### config.mk
export PLATFORM = sky130hd
export DESIGN_NAME = mem_word_seq
export DESIGN_NICKNAME = d
export VERILOG_FILES = /design/src/rtl/mem_seq_pkg.sv /design/src/rtl/mem_word_seq.sv
export SDC_FILE = /design/constraint.sdc
export NUM_CORES = 1
export LEC_CHECK = 0
export BUFFER_PORTS_ARGS = -buffer_cell sky130_fd_sc_hd__buf_2
export CAP_MARGIN = 20
export CELL_PAD_IN_SITES_DETAIL_PLACEMENT = 2
export CELL_PAD_IN_SITES_GLOBAL_PLACEMENT = 2
export CORE_ASPECT_RATIO = 0.9
export CORE_MARGIN = 1.5
export CORE_UTILIZATION = 30
export CTS_CLUSTER_DIAMETER = 100
export DETAILED_ROUTE_END_ITERATION = 10
export PLACE_DENSITY = 0.77
export SLEW_MARGIN = 20
export SYNTH_ARGS = -nofsm -noshare
export SYNTH_HDL_FRONTEND = slang
export SYNTH_SLANG_ARGS = --single-unit
### constraint.sdc
create_clock -name clk -period 2.38 [get_ports clk]
set_input_delay 0.357 -clock clk [delete_from_list [all_inputs] [get_ports clk]]
set_output_delay 0.357 -clock clk [all_outputs]
set_load 0.05 [all_outputs]
### src/rtl/mem_seq_pkg.sv
// Shared types for the CPU-to-byte-memory access sequencer.
//   seq_state_t : sequencer FSM states (IDLE, first byte, second byte)
//   MEM_READ / MEM_WRITE : values driven on mem_mode
//   seq_req_t   : request fields held for the length of one access
// The struct widths follow the default memory geometry below.
package mem_seq_pkg;

  localparam int SEQ_DATA_WIDTH = 8;
  localparam int SEQ_ADDR_WIDTH = 16;

  localparam logic MEM_READ  = 1'b1;
  localparam logic MEM_WRITE = 1'b0;

  typedef enum logic [1:0] {
    IDLE = 2'd0,
    B0   = 2'd1,
    B1   = 2'd2
  } seq_state_t;

  // wdata holds only the byte still to be written in B1; the first byte goes
  // straight to the memory bus on acceptance.
  typedef struct packed {
    logic                      write;
    logic                      word;
    logic [SEQ_ADDR_WIDTH-1:0] addr;
    logic [SEQ_DATA_WIDTH-1:0] wdata;
  } seq_req_t;

endpackage

### src/rtl/mem_word_seq.sv
// mem_word_seq: sequences one byte or 16-bit word load/store from the CPU into
// one or two single-byte accesses on a byte-wide memory, one byte per cycle.
// The memory samples mem_* on the negedge after they are registered, and read
// data is valid at the following posedge.
//
// Ports
//   clk, rst          clock; asynchronous active-high reset
//   req_valid/ready   request handshake (ready only while IDLE)
//   req_write         1 = store, 0 = load
//   req_word          1 = two locations, 0 = one location
//   req_addr          first location address
//   req_wdata         store data (low byte only for byte stores)
//   rsp_valid         one-cycle completion pulse
//   rsp_rdata         load result, held until the next load completes
//   mem_address/enable/mode/wdata  registered memory controls (mode 1 = read)
//   mem_rdata         memory read data
//
// Configuration
//   MEM_SEQ_BIG_ENDIAN_EN : byte at req_addr maps to the upper half of
//   req_wdata/rsp_rdata for word accesses. Byte loads still return the data in
//   the low byte. Undefined (default): little-endian.
module mem_word_seq
  import mem_seq_pkg::*;
#(
  parameter int DATA_WIDTH = SEQ_DATA_WIDTH,
  parameter int ADDR_WIDTH = SEQ_ADDR_WIDTH
) (
  input  logic                    clk,
  input  logic                    rst,
  input  logic                    req_valid,
  output logic                    req_ready,
  input  logic                    req_write,
  input  logic                    req_word,
  input  logic [ADDR_WIDTH-1:0]   req_addr,
  input  logic [2*DATA_WIDTH-1:0] req_wdata,
  output logic                    rsp_valid,
  output logic [2*DATA_WIDTH-1:0] rsp_rdata,
  output logic [ADDR_WIDTH-1:0]   mem_address,
  output logic                    mem_enable,
  output logic                    mem_mode,
  output logic [DATA_WIDTH-1:0]   mem_wdata,
  input  logic [DATA_WIDTH-1:0]   mem_rdata
);

  localparam int DW = DATA_WIDTH;

  seq_state_t      state;
  seq_req_t        req_q;
  logic [DW-1:0]   rd_b0;     // first byte of a word load
  logic [DW-1:0]   acc_b0;    // incoming request: byte for req_addr
  logic [DW-1:0]   acc_b1;    // incoming request: byte for req_addr+1
  logic [2*DW-1:0] word_rd;   // assembled word load result in B1

`ifdef MEM_SEQ_BIG_ENDIAN_EN
  // A byte store always carries its data in the low half, whatever the order.
  assign acc_b0  = req_word ? req_wdata[2*DW-1:DW] : req_wdata[DW-1:0];
  assign acc_b1  = req_wdata[DW-1:0];
  assign word_rd = {rd_b0, mem_rdata};
`else
  assign acc_b0  = req_wdata[DW-1:0];
  assign acc_b1  = req_wdata[2*DW-1:DW];
  assign word_rd = {mem_rdata, rd_b0};
`endif

  // NOTE: every state register uses <= so all of them update from the same
  // pre-edge values; a blocking = here would let later lines see new values.
  always_ff @(posedge clk or posedge rst) begin
    if (rst) begin
      // NOTE: every register, including the datapath ones, is reset so an
      // aborted access leaves nothing on the memory bus.
      state       <= IDLE;
      req_ready   <= 1'b1;
      rsp_valid   <= 1'b0;
      rsp_rdata   <= '0;
      mem_enable  <= 1'b0;
      mem_mode    <= MEM_READ;
      mem_address <= '0;
      mem_wdata   <= '0;
      req_q       <= '0;
      rd_b0       <= '0;
    end else begin
      rsp_valid <= 1'b0;
      case (state)
        IDLE: begin
          if (req_valid) begin
            req_q       <= '{write: req_write, word: req_word,
                             addr: req_addr, wdata: acc_b1};
            mem_enable  <= 1'b1;
            mem_mode    <= req_write ? MEM_WRITE : MEM_READ;
            mem_address <= req_addr;
            mem_wdata   <= req_write ? acc_b0 : '0;
            req_ready   <= 1'b0;
            state       <= B0;
          end
        end

        B0: begin
          if (!req_q.write) begin
            if (req_q.word) rd_b0     <= mem_rdata;
            else            rsp_rdata <= {{DW{1'b0}}, mem_rdata};
          end
          if (req_q.word) begin
            // Address arithmetic wraps naturally at the top of the space.
            mem_address <= req_q.addr + 1'b1;
            mem_wdata   <= req_q.write ? req_q.wdata : '0;
            state       <= B1;
          end else begin
            mem_enable <= 1'b0;
            mem_mode   <= MEM_READ;
            mem_wdata  <= '0;
            rsp_valid  <= 1'b1;
            req_ready  <= 1'b1;
            state      <= IDLE;
          end
        end

        B1: begin
          if (!req_q.write) rsp_rdata <= word_rd;
          mem_enable <= 1'b0;
          mem_mode   <= MEM_READ;
          mem_wdata  <= '0;
          rsp_valid  <= 1'b1;
          req_ready  <= 1'b1;
          state      <= IDLE;
        end

        default: begin
          mem_enable <= 1'b0;
          mem_mode   <= MEM_READ;
          mem_wdata  <= '0;
          req_ready  <= 1'b1;
          state      <= IDLE;
        end
      endcase
    end
  end

endmodule

* Word-level counts from Yosys, hierarchy flattened
Cells that the tools add are included.
Storage, ports and cells: register bits 80, logic and storage cells 56
Cells by class: add/subtract/negate cells 1, equal/unequal tests 7, multiplexer cells 26, bitwise gates (word level) 1, reduce and logical (&&, ||, !) cells 8
Operators with widths (number):
- 16-bit two-way mux | 5
- 16-bit one-hot mux with 2 select lines | 2
- 8-bit two-way mux | 4
- 16-bit by 1-bit adder with 16-bit output, second input constant | 1
- 8-bit one-hot mux with 2 select lines | 1
- 2-bit != test, second input constant | 5
- 1-bit one-hot mux with 2 select lines | 4
- 1-bit two-way mux | 7
- 3-bit AND reduction | 2
- 2-bit two-way mux | 2
- 2-bit one-hot mux with 2 select lines | 1
- 2-bit AND reduction | 2
- 4-bit AND reduction | 1
- 2-bit nonzero test | 2
- 2-bit by 1-bit equality test with 1-bit output, second input constant | 1
- 2-bit equality test, second input constant | 1
- 2-bit logical NOT | 1
- 1-bit inverter | 1

* Depth between registers and ports, before layout
Gate-level depths: netlist (run 1).
depth after elaboration 3, depth in mapped cells 8

* Least setup slack after synthesis (run 1)
Ideal clock, no wire load.
kind reg2reg, start register state[1], end register rd_b0[0], library setup time 0.128 ns, arrival 1.448 ns, data required time 2.252 ns, path slack 0.805 ns, stages on the path, launching flop included 7, buffers on the path 1, clock period less this slack 1.575 ns, cell sequence dfrtp_1 -> inv_1 -> ha_1 -> nand2_1 -> or2_1 -> buf_2 -> mux2_1
Between the ends: word-level cells in the longest chain between the ends 2
RTL lines:
- from (decl) | line mem_word_seq.sv:47 | seq_state_t state;
- from (signal assigned) | line mem_word_seq.sv:71 | state <= IDLE;
- from (signal assigned) | line mem_word_seq.sv:93 | state <= B0;
- from (signal assigned) | line mem_word_seq.sv:106 | state <= B1;
- 2-bit by 1-bit equality test with 1-bit output | line mem_word_seq.sv:83 | case (state)
- 3-bit AND reduction (no line)
- to (signal assigned) | line mem_word_seq.sv:99 | if (req_q.word) rd_b0 <= mem_rdata;
- to (decl) | line mem_word_seq.sv:49 | logic [DW-1:0] rd_b0;
Every way passes these cells. A chain may end at the register's enable or synchronous reset.

* Worst setup path after layout (run 1)
start register state[1], end register rsp_rdata[6]
Between the ends: word-level cells in the longest chain between the ends 3
RTL lines:
- 2-bit by 1-bit equality test with 1-bit output / 2-bit equality test (equally long branches) | line mem_word_seq.sv:83
- 2-bit != test (no line) / 2-bit nonzero test (equally long branches)
- 4-bit AND reduction (no line)
- to (signal assigned) | line mem_word_seq.sv:100 | else rsp_rdata <= {{DW{1'b0}}, mem_rdata};
- to (signal assigned) | line mem_word_seq.sv:118 | if (!req_q.write) rsp_rdata <= word_rd;
- to (decl) | line mem_word_seq.sv:37 | output logic [2*DATA_WIDTH-1:0] rsp_rdata,
Several ways; a longest one is shown, not always the timed one.

==> results.py, run 1 <==
metrics = {
    "timing": {
        "slew_headroom_pct": 36.2,
        "max_freq_mhz": 517,
        "rsz0062_at_grt": "no",
        "fin_tns_setup_ns": 0,
        "hold_viol_final": 0,
        "skew_ns": 0.00698,
        "tightestPinTransition_ns": 0.953,
        "fin_crit_sh_pct": 81.3,
        "fin_crit_ns": 1.93,
        "finalSetupViolCount": 0,
        "finalMaxSlewViolations": 0,
    },
    "critical_path": {
        "critPathLaunchType": "flip-flop",
        "r2r_cells": 5,
        "r2r_start": "state[1]$_DFFE_PP0P_",
        "crit_required_ns": 2.56,
        "crit_path_end_kind": "flip-flop",
        "worst-setup-path-type": "flip-flop to flip-flop",
        "critPathArrivalTime_ns": 2.12,
        "path_max_fanout": 24,
        "reg2reg_slack_ns": 0.45,
        "r2r_end": "rsp_rdata[6]$_DFFE_PP0P_",
    },
    "pwr": {
        "power_leakage_uw": 0.00224,
        "p_total_uw": 7920,
        "power_density_nw_per_um2": 1680,
        "ir_drop_v": 0.000505,
    },
    "clock_tree": {
        "clockRootBuffer": "clkbuf_16",
        "tritoncts": "built",
        "insertion_delay_ns": 0.34,
        "cts_buffer_depth": 2,
        "clkSinkCount": 80,
        "cts_made_buffers": 9,
        "cts_hold_buf": 0,
        "post_cts_resized": 0,
        "postCtsSetupBuffers": 0,
        "clkTransAtPathRegs_ns": 0.06,
        "clock_tree.htree_level_count": 3,
    },
    "place": {
        "dp_hpwl_um": 7950,
        "io_buffers": 88,
        "place_congestion": 0.774,
    },
    "logic_synthesis": {
        "syn_avg_cell_area_um2": 10.1,
        "ys_types": 33,
        "synthTopCellsByArea": "dfrtp_1 52%, nand2_1 7.3%, mux2_2 5.1%",
        "syn-instance-count": 371,
        "syn-cell-area_um2": 3750,
        "synth-main-ff-cell": "dfrtp_1",
        "mappedNetlistNets": 420,
        "synth-edff-count": 0,
        "synth-seq-area-share_pct": 53.5,
        "synth-seq-cells": 80,
        "synthArstFlopShare_pct": 100,
        "yosysTopAreaCell": "dfrtp_1",
        "yosysTopAreaCellShare_pct": 52.1,
        "ys_warn_count": 0,
    },
    "floorplan": {
        "initial_core_util_pct": 30.9,
        "num_rows": 38,
        "ios": 89,
        "die_h_um": 109,
        "fp.coreArea_um2": 12100,
        "fp.dieArea_um2": 13200,
        "fp.dieW_um": 121,
    },
    "hold_path": {
        "min_path_type": "input port to async pin",
    },
    "layout": {
        "nFillCells": 1347,
        "diodes": 0,
        "nets": 510,
        "area_growth_pct": 26.2,
        "drive_gt1_share_pct": 30.3,
        "mostFrequentLayoutCell": "buf_2",
        "layout_common_cells": "88 x buf_2, 78 x dfrtp_1, 73 x nand2_1, 23 x nand3_1",
    },
    "global_route": {
        "grt_max_degree": 38,
        "grt_pass1_wl_um": 18100,
        "grt_pass1_vias": 3472,
        "grt_usage_pct": 17.8,
        "grt_overflow": 0,
        "grt_antenna_before_repair": 0,
    },
    "drt": {
        "first_iter_violations": 82,
        "vias": 3035,
        "via_per_inst": 4.85,
        "routed_wl_um": 11000,
        "post_drt_wl_per_cell_um": 17.5,
        "postRouteAntennaNets": 0,
        "firstDrtPassIters": 4,
        "drc": 0,
    },
    "flow_run": {
        "cap_violations": 0,
    },
    "run_status": {
        "status": "finished clean",
    },
}
-- stage by stage --
| stage | cell area [um^2] | setup WS [ns] | instances | hold slack, ns | utilization (%) |
|---|---|---|---|---|---|
| global placement | 4400 | 0.582 | 610 | 0.404 | 36.3 |
| floorplan | 3750 | 0.805 | 371 | 0.464 | - |
| detailed placement | 4400 | 0.439 | 610 | 0.405 | 36.3 |
| global route | 4730 | 0.220 | 626 | 0.0563 | 39.0 |
| CTS | 4730 | 0.400 | 626 | 0.0417 | 39.0 |
| finish | 4730 | 0.446 | 626 | 0.0366 | 39.0 |
-- Yosys cell counts, types with 2 or more instances --
cell,number
dfrtp_1,78
nand2_1,73
nand3_1,23
a21oi_1,22
nor2_1,22
mux2_2,17
o21ai_0,14
xnor2_1,13
clkbuf_1,12
mux2i_1,12
nand2b_1,12
o21ai_1,12
a22oi_1,8
buf_2,8
inv_1,8
mux2_1,8
ha_1,4
nor4_2,4
nor3_1,3
a21o_1,2
and3_1,2
dfstp_2,2
o211ai_1,2
-- routing by layer --
layer	vias up	part of all wire (%)	global-route usage (%)
li1	1437	-	-
met1	1529	45	22.0
met2	58	50	31.3
met3	11	4.3	4.34
met4	0	1.2	5.04
met5	-	0	0
-- worst max-delay path by stage --
stage	start	endpoint	slack, ns	cells after the start
global placement	state[1]$_DFFE_PP0P_	rsp_rdata[4]$_DFFE_PP0P_	0.58	5
finish	state[1]$_DFFE_PP0P_	rsp_rdata[6]$_DFFE_PP0P_	0.45	5
floorplan	state[1]$_DFFE_PP0P_	rd_b0[0]$_DFFE_PP0P_	0.80	6
detailed placement	state[1]$_DFFE_PP0P_	rsp_rdata[12]$_DFFE_PP0P_	0.44	6
CTS	state[1]$_DFFE_PP0P_	rsp_rdata[12]$_DFFE_PP0P_	0.40	6
global route	state[1]$_DFFE_PP0P_	rsp_rdata[12]$_DFFE_PP0P_	0.22	6
-- critical path, stage by stage (launching register included) --
cell	delay [ns]
dfrtp_1	0.39
inv_1	0.11
ha_1	0.28
nand2b_1	0.16
a21o_1	0.62
o21ai_0	0.21
-- kinds of logic (layout without fill, tap and decap cells) --
| family | count (synthesis) | after routing | synth area share [%] |
|---|---|---|---|
| and+or+nand+nor | 146 | 146 | 18.8 |
| DFF | 80 | 80 | 53.5 |
| AOI/OAI and AO/OA | 63 | 63 | 9.55 |
| muxes | 37 | 37 | 10.7 |
| buffers and inverters | 28 | 123 | 3.07 |
| xor gates and xnor gates | 13 | 13 | 3.04 |
| adders and majority gates | 4 | 4 | 1.34 |
-- flip-flops by register name (all words and copies together), names as in the netlist --
register / flops
mem_mode: 1
rd_b0: 8
rsp_valid: 1
mem_wdata: 8
mem_enable: 1
state: 2
mem_address: 16
rsp_rdata: 16
req_ready: 1
req_q: 26
-- cell type report --
type	count	area, um^2	share of cell area (%)
sequential	80	2000	42.4
multi-input combinational	263	1630	34.4
timing repair buffer	99	536	11.3
clock buffer	13	260	5.51
tap	160	200	4.24
clock inverter	3	65.1	1.38
inverter	8	33.8	0.715
-- power by group --
group / switching [uW] / leakage, uW / internal [uW]
sequential: 547 / 0.000985 / 2050
clock: 539 / 0.000160 / 975
combinational: 2650 / 0.00109 / 1160
(Power assumes the default switching activity.)
==> run 2: changes to the inputs <==
--- a/config.mk
+++ b/config.mk
@@ -5,13 +5,14 @@
 export SDC_FILE = /design/constraint.sdc
 export NUM_CORES = 1
 export LEC_CHECK = 0
+export ABC_AREA = 1
 export BUFFER_PORTS_ARGS = -buffer_cell sky130_fd_sc_hd__buf_2
 export CAP_MARGIN = 20
 export CELL_PAD_IN_SITES_DETAIL_PLACEMENT = 2
 export CELL_PAD_IN_SITES_GLOBAL_PLACEMENT = 2
 export CORE_ASPECT_RATIO = 0.9
 export CORE_MARGIN = 1.5
-export CORE_UTILIZATION = 30
+export CORE_UTILIZATION = 28
 export CTS_CLUSTER_DIAMETER = 100
 export DETAILED_ROUTE_END_ITERATION = 10
 export PLACE_DENSITY = 0.77
==> constraint.sdc (replaced) <==
create_clock -name clk -period 1.7 [get_ports clk]
set_input_delay 0.255 -clock clk [delete_from_list [all_inputs] [get_ports clk]]
set_output_delay 0.255 -clock clk [all_outputs]
set_load 0.05 [all_outputs]
==> run 2 against run 1 <==
- the flow now finishes with violations (negative hold slack)
- global-route usage up 0.42 points
- critical endpoint is now rsp_rdata[3]$_DFFE_PP0P_
- clock-buffer cell count shrank 4
- sequential cell count is the same
- critical path type unchanged
- combinational power is 50% higher
- core utilization decreased by 1.7 points
- total power grew 43%
- via count rose by 18%
- register-to-register slack worse by 0.37 ns
- largest power group unchanged
==> results.py, run 2 <==
metrics = {
    "run_status": {
        "status": "finished, violations left",
        "violations": "negative hold slack",
    },
    "floorplan": {
        "ios": 89,
        "fp.dieW_um": 127,
        "initial_core_util_pct": 28.8,
        "fp.coreArea_um2": 13400,
        "die_h_um": 114,
        "num_rows": 40,
        "fp.dieArea_um2": 14500,
    },
    "logic_synthesis": {
        "ys_warn_count": 0,
        "syn-cell-area_um2": 3850,
        "yosysTopAreaCell": "dfrtp_1",
        "mappedNetlistNets": 530,
        "synth-seq-cells": 80,
        "synthTopCellsByArea": "dfrtp_1 51%, nand2_1 16%, o21ai_0 7.7%",
        "syn_avg_cell_area_um2": 8.00,
        "syn-instance-count": 481,
        "yosysMostFrequentCell": "nand2_1",
        "synthArstFlopShare_pct": 100,
        "synth-main-ff-cell": "dfrtp_1",
        "yosysTopAreaCellShare_pct": 50.7,
        "synth-seq-area-share_pct": 52.1,
        "yosys-top-cells-count": "163 x nand2_1, 78 x dfrtp_1, 59 x o21ai_0, 52 x inv_1, 31 x nand3_1",
        "ys_types": 30,
        "synth-edff-count": 0,
    },
    "critical_path": {
        "critPathArrivalTime_ns": 1.89,
        "slowest_stage": "dfrtp_1",
        "cp_slowest_stage_delay_ns": 0.37,
        "path_max_fanout": 16,
        "critical_path_buf_inv_count": 4,
        "cp_common_cell": "inv_2",
        "critPathLaunchType": "flip-flop",
        "crit_required_ns": 1.96,
        "r2r_cells": 9,
        "reg2reg_slack_ns": 0.08,
        "crit_chain": "inv_2, ha_4, nand2_4, inv_2, a211oi_4, buf_4, buf_12, nor2_1, a21oi_1",
        "cp.depth": 9,
        "worst-setup-path-type": "flip-flop to flip-flop",
        "worst_path_dominant_cell_family": "buffers and inverters",
        "crit_path_end_kind": "flip-flop",
    },
    "drt": {
        "first_iter_violations": 127,
        "vias": 3581,
        "routed_wl_um": 12600,
        "post_drt_wl_per_cell_um": 16.7,
        "via_per_inst": 4.76,
        "firstDrtPassIters": 5,
        "postRouteAntennaNets": 0,
        "drc": 0,
    },
    "timing": {
        "whs_ns": -0.00637,
        "rsz0062_at_grt": "yes",
        "fin_crit_sh_pct": 95.5,
        "hold_viol_final": 11,
        "tightestPinTransition_ns": 0.621,
        "skew_ns": 0.0102,
        "finalMaxSlewViolations": 0,
        "slew_headroom_pct": 58.5,
        "finalSetupViolCount": 0,
        "fin_crit_ns": 1.62,
        "max_freq_mhz": 616,
    },
    "pwr": {
        "p_sw_uw": 5570,
        "intPower_uw": 5780,
        "p_sw_share_pct": 49.0,
        "p_total_uw": 11300,
        "p_seq_share_pct": 31.1,
        "p_clk_share_pct": 18.6,
        "ir_drop_v": 0.000948,
        "comb_power_share_pct": 50.3,
        "power_leakage_uw": 0.00254,
        "power_density_nw_per_um2": 2280,
    },
    "clock_tree": {
        "cts_buffer_depth": 2,
        "cts_hold_buf": 0,
        "clkSinkCount": 80,
        "clock_tree.htree_level_count": 3,
        "tritoncts": "built",
        "clkTransAtPathRegs_ns": 0.06,
        "clockRootBuffer": "clkbuf_16",
        "insertion_delay_ns": 0.35,
        "cts_made_buffers": 9,
    },
    "global_route": {
        "grt_usage_pct": 18.3,
        "grt_max_degree": 33,
        "grt_antenna_before_repair": 0,
        "grt_pass1_vias": 3979,
        "grt_pass1_wl_um": 20400,
        "grt_overflow": 0,
    },
    "layout": {
        "regMostFlops": "req_q",
        "layout_common_cells": "162 x nand2_1, 88 x buf_2, 78 x dfrtp_1, 57 x o21ai_0, 48 x inv_1",
        "drive_gt1_share_pct": 25.6,
        "stdcell_count": 753,
        "area_growth_pct": 29.5,
        "diodes": 0,
        "reg_top3": "req_q x26, mem_address x16, rsp_rdata x16",
        "final_util_pct": 37.3,
        "largest_reg_flops": 26,
        "mostFrequentLayoutCell": "nand2_1",
        "nets": 630,
    },
    "place": {
        "dp.cells": 736,
        "place_congestion": 0.843,
        "io_buffers": 88,
        "dp_hpwl_um": 9220,
    },
    "hold_path": {
        "min_path_type": "input port to async pin",
    },
    "flow_run": {
        "cap_violations": 0,
    },
}
[run 2: cell count changes in the layout (fill, tap and decap cells not counted), sizes merged, moves of 12 or more]
cell / delta
nand2b: -12
xnor2: -13
o21ai: +33
nand2: +92
mux2i: -12
mux2: -25
inv: +49
[run 2: cells by family after synthesis]
| group | after synthesis | synth area share, % |
|---|---|---|
| adder cells (fa/ha/maj) | 4 | 1.30 |
| flip-flops | 80 | 52.1 |
| AO/OA/AOI/OAI | 91 | 13.6 |
| buffers and inverters | 76 | 8.49 |
| XOR/XNOR | 4 | 0.910 |
| AND/OR/NAND/NOR | 226 | 23.6 |
[run 2: layout make-up]
class                   count  area [um^2]
multi-input cells         325         1550
clock inverters             6         92.6
fillers                  1524         8380
repair buffers            108          674
flip-flops and latches     80         2000
inverters                  57          230
clock buffers               9          225
well taps                 168          210
[run 2: routing by layer]
metal | part of all wire [%] | global-route usage (%)
met1 | 46 | 23.3
met3 | 3.4 | 3.32
met2 | 49 | 30.6
met4 | 2.2 | 7.97
met5 | 0 | 0
[run 2: timing repair]
action,CTS,global route
setup endpoints to repair,48,39
gates cloned,0,1
pin swaps,0,2
buffers inserted,0,1
resized for setup,5,9
[run 2: final timing paths]
kind | from | endpoint
min reg2reg | mem_address[11]$_DFFE_PP0P_ | mem_address[11]$_DFFE_PP0P_
max | state[1]$_DFFE_PP0P_ | rsp_rdata[3]$_DFFE_PP0P_
max reg2reg | state[1]$_DFFE_PP0P_ | rsp_rdata[3]$_DFFE_PP0P_
min | rst | mem_enable$_DFFE_PP0P_
min in group clk | req_wdata[14] | req_q[6]$_DFFE_PP0P_
max in group asynchronous | rst | req_q[15]$_DFFE_PP0P_
[run 2: power groups by stage]
stage | sequential (uW) | combinational (uW) | clock (uW)
global placement | 3480 | 5320 | 0
finish | 3520 | 5710 | 2110
CTS | 3540 | 5640 | 2180
detailed placement | 3530 | 5540 | 0
floorplan | 4980 | 2340 | 0
global route | 3650 | 6270 | 2240
[run 2: metrics by stage]
step	setup slack, ns	instance area (um^2)	TNS (ns)
after floorplan	0.157	3850	0
after global placement	-0.0858	4600	-0.613
after detailed placement	-0.263	4600	-4.30
after CTS	0.00159	4940	0
after global routing	-0.00166	4980	-0.00166
final	0.0762	4980	0
==> run 3: changes to the inputs <==
--- a/config.mk
+++ b/config.mk
@@ -15,6 +15,7 @@
 export CORE_UTILIZATION = 28
 export CTS_CLUSTER_DIAMETER = 100
 export DETAILED_ROUTE_END_ITERATION = 10
+export GPL_TIMING_DRIVEN = 0
 export PLACE_DENSITY = 0.77
 export SLEW_MARGIN = 20
 export SYNTH_ARGS = -nofsm -noshare
==> run 3 against run 2 <==
- the run ends with negative setup slack left
- via count is 2.5% higher
- setup slack worse by 0.12 ns
- combinational power is 8.1% higher
- total power is 1.6% higher
- sequential power hardly changed
- wire length is 10% higher
- design area is 1.9% higher
- largest power group unchanged
==> results.py, run 3 (same netlist as run 2, synthesis figures left out) <==
metrics = {
    "timing": {
        "finalMaxSlewViolations": 0,
        "fin_tns_setup_ns": -0.173,
        "rsz0062_at_grt": "yes",
        "skew_ns": 0.00866,
        "whs_ns": 0.106,
        "tightestPinTransition_ns": 0.465,
        "fin_crit_sh_pct": 102,
        "finalSetupViolCount": 9,
        "slew_headroom_pct": 68.9,
        "fin_crit_ns": 1.74,
        "hold_viol_final": 0,
        "fin_ws_ns": -0.0413,
        "max_freq_mhz": 574,
    },
    "drt": {
        "via_per_inst": 4.77,
        "post_drt_wl_per_cell_um": 18.0,
        "routed_wl_um": 13800,
        "drc": 0,
        "postRouteAntennaNets": 0,
        "vias": 3670,
        "firstDrtPassIters": 4,
        "first_iter_violations": 117,
    },
    "critical_path": {
        "slowest_stage": "dfrtp_1",
        "critPathArrivalTime_ns": 1.97,
        "cp_slowest_stage_delay_ns": 0.41,
        "worst-setup-path-type": "flip-flop to flip-flop",
        "critical_path_buf_inv_count": 3,
        "crit_path_end_kind": "flip-flop",
        "critPathLaunchType": "flip-flop",
        "crit_chain": "inv_2, ha_1, clkbuf_4, nand2_4, buf_2, o21ai_0",
        "worst_path_dominant_cell_family": "buffers and inverters",
        "path_max_fanout": 10,
        "crit_required_ns": 1.92,
    },
    "flow_run": {
        "cap_violations": 0,
    },
    "floorplan": {
        "fp.dieArea_um2": 14500,
        "initial_core_util_pct": 28.8,
        "die_h_um": 114,
        "num_rows": 40,
        "fp.dieW_um": 127,
        "ios": 89,
        "fp.coreArea_um2": 13400,
    },
    "place": {
        "place_congestion": 0.801,
        "io_buffers": 87,
        "dp_hpwl_um": 9500,
    },
    "global_route": {
        "grt_max_degree": 30,
        "grt_pass1_vias": 4088,
        "grt_usage_pct": 19.4,
        "grt_pass1_wl_um": 21600,
        "grt_overflow": 0,
        "grt_antenna_before_repair": 0,
    },
    "pwr": {
        "power_leakage_uw": 0.00259,
        "power_density_nw_per_um2": 2270,
        "ir_drop_v": 0.000889,
    },
    "layout": {
        "mostFrequentLayoutCell": "nand2_1",
        "final_util_pct": 38.0,
        "reg_top3": "req_q x26, mem_address x16, rsp_rdata x16",
        "nFillCells": 1554,
        "largest_reg_flops": 26,
        "drive_gt1_share_pct": 27.0,
        "regMostFlops": "req_q",
        "area_growth_pct": 31.9,
        "diodes": 0,
        "nets": 645,
        "layout_common_cells": "162 x nand2_1, 89 x buf_2, 78 x dfrtp_1, 54 x o21ai_0, 48 x inv_1",
    },
    "run_status": {
        "status": "finished, violations left",
        "violations": "negative setup slack",
    },
    "clock_tree": {
        "tritoncts": "built",
        "clkTransAtPathRegs_ns": 0.07,
        "clock_tree.htree_level_count": 3,
        "insertion_delay_ns": 0.35,
        "clkSinkCount": 80,
        "cts_made_buffers": 9,
        "clockRootBuffer": "clkbuf_16",
        "cts_buffer_depth": 2,
    },
    "hold_path": {
        "min_path_type": "input port to flip-flop",
    },
}
run 3: cell count changes in the layout (fill, tap and decap cells not counted), moves of 2 or more:
| cell | previous run | this run |
|---|---|---|
| a21oi_2 | 8 | 6 |
| buf_12 | 5 | 2 |
| buf_16 | 0 | 2 |
| buf_6 | 1 | 6 |
| buf_8 | 0 | 2 |
| bufinv_16 | 2 | 0 |
| clkbuf_1 | 0 | 3 |
| clkbuf_2 | 0 | 5 |
| clkbuf_4 | 0 | 2 |
| inv_2 | 7 | 3 |
| inv_4 | 0 | 4 |
| o21ai_0 | 57 | 54 |
| o21ai_1 | 2 | 5 |
run 3: path summary, 6_finish.rpt:
kind / start / end / slack, ns / cells after the start
worst max-delay path: state[0]$_DFFE_PP0P_ / req_q[13]$_DFFE_PP0P_ / -0.04 / 6
worst min-delay path: req_wdata[11] / req_q[3]$_DFFE_PP0P_ / 0.11 / 3
worst max register to register: state[0]$_DFFE_PP0P_ / req_q[13]$_DFFE_PP0P_ / -0.04 / 6
worst min register to register: mem_address[11]$_DFFE_PP0P_ / mem_address[11]$_DFFE_PP0P_ / 0.48 / 2
max in group asynchronous: rst / req_ready$_DFFE_PP1P_ / 0.31 / 6
min in group asynchronous: rst / rsp_rdata[8]$_DFFE_PP0P_ / 0.46 / 3
run 3: routing by layer:
layer | GRT usage (%) | wire length (um)
met3 | 5.61 | 557
met2 | 34.3 | 7260
met1 | 23.6 | 5820
met4 | 4.21 | 205
met5 | 0 | 0
run 3: metrics by stage:
step / cell area (um^2) / std cells / power, uW / worst slack (ns)
floorplan: 3850 / 481 / 7320 / 0.157
global placement: 4500 / 736 / 8690 / -0.138
detailed placement: 4570 / 739 / 9010 / -0.249
CTS: 4980 / 764 / 11300 / 0.0162
global route: 5070 / 769 / 12300 / -0.110
finish: 5070 / 769 / 11500 / -0.0413
run 3: area by class of cell:
type | instances | area, um^2 | area share [%]
Buffer | 18 | 156 | 3.08
Clock buffer | 12 | 246 | 4.86
Clock inverter | 4 | 28.8 | 0.567
Inverter | 57 | 240 | 4.73
Multi-Input combinational cell | 325 | 1560 | 30.6
Sequential cell | 80 | 2000 | 39.5
Tap cell | 168 | 210 | 4.14
Timing Repair Buffer | 105 | 633 | 12.5
run 3: where the power goes:
group / switching (uW) / internal (uW) / total, uW / leakage [uW]
sequential: 672 / 2830 / 3500 / 0.000984
clock: 826 / 1030 / 1860 / 0.000129
combinational: 4340 / 1830 / 6170 / 0.00148
run 3: repair_timing:
action	CTS	global route
pin swaps	2	1
gates resized for setup	26	24
hold endpoints to repair	17	0
gates cloned	1	0
setup endpoints to repair	63	63
setup buffers	7	6
hold buffers	1	0
run 3: worst min-delay path: cells and delay by family:
kind | cells | cell delay [ns]
buffers and inverters | 1 | 0.08
and+or+nand+nor | 2 | 0.09
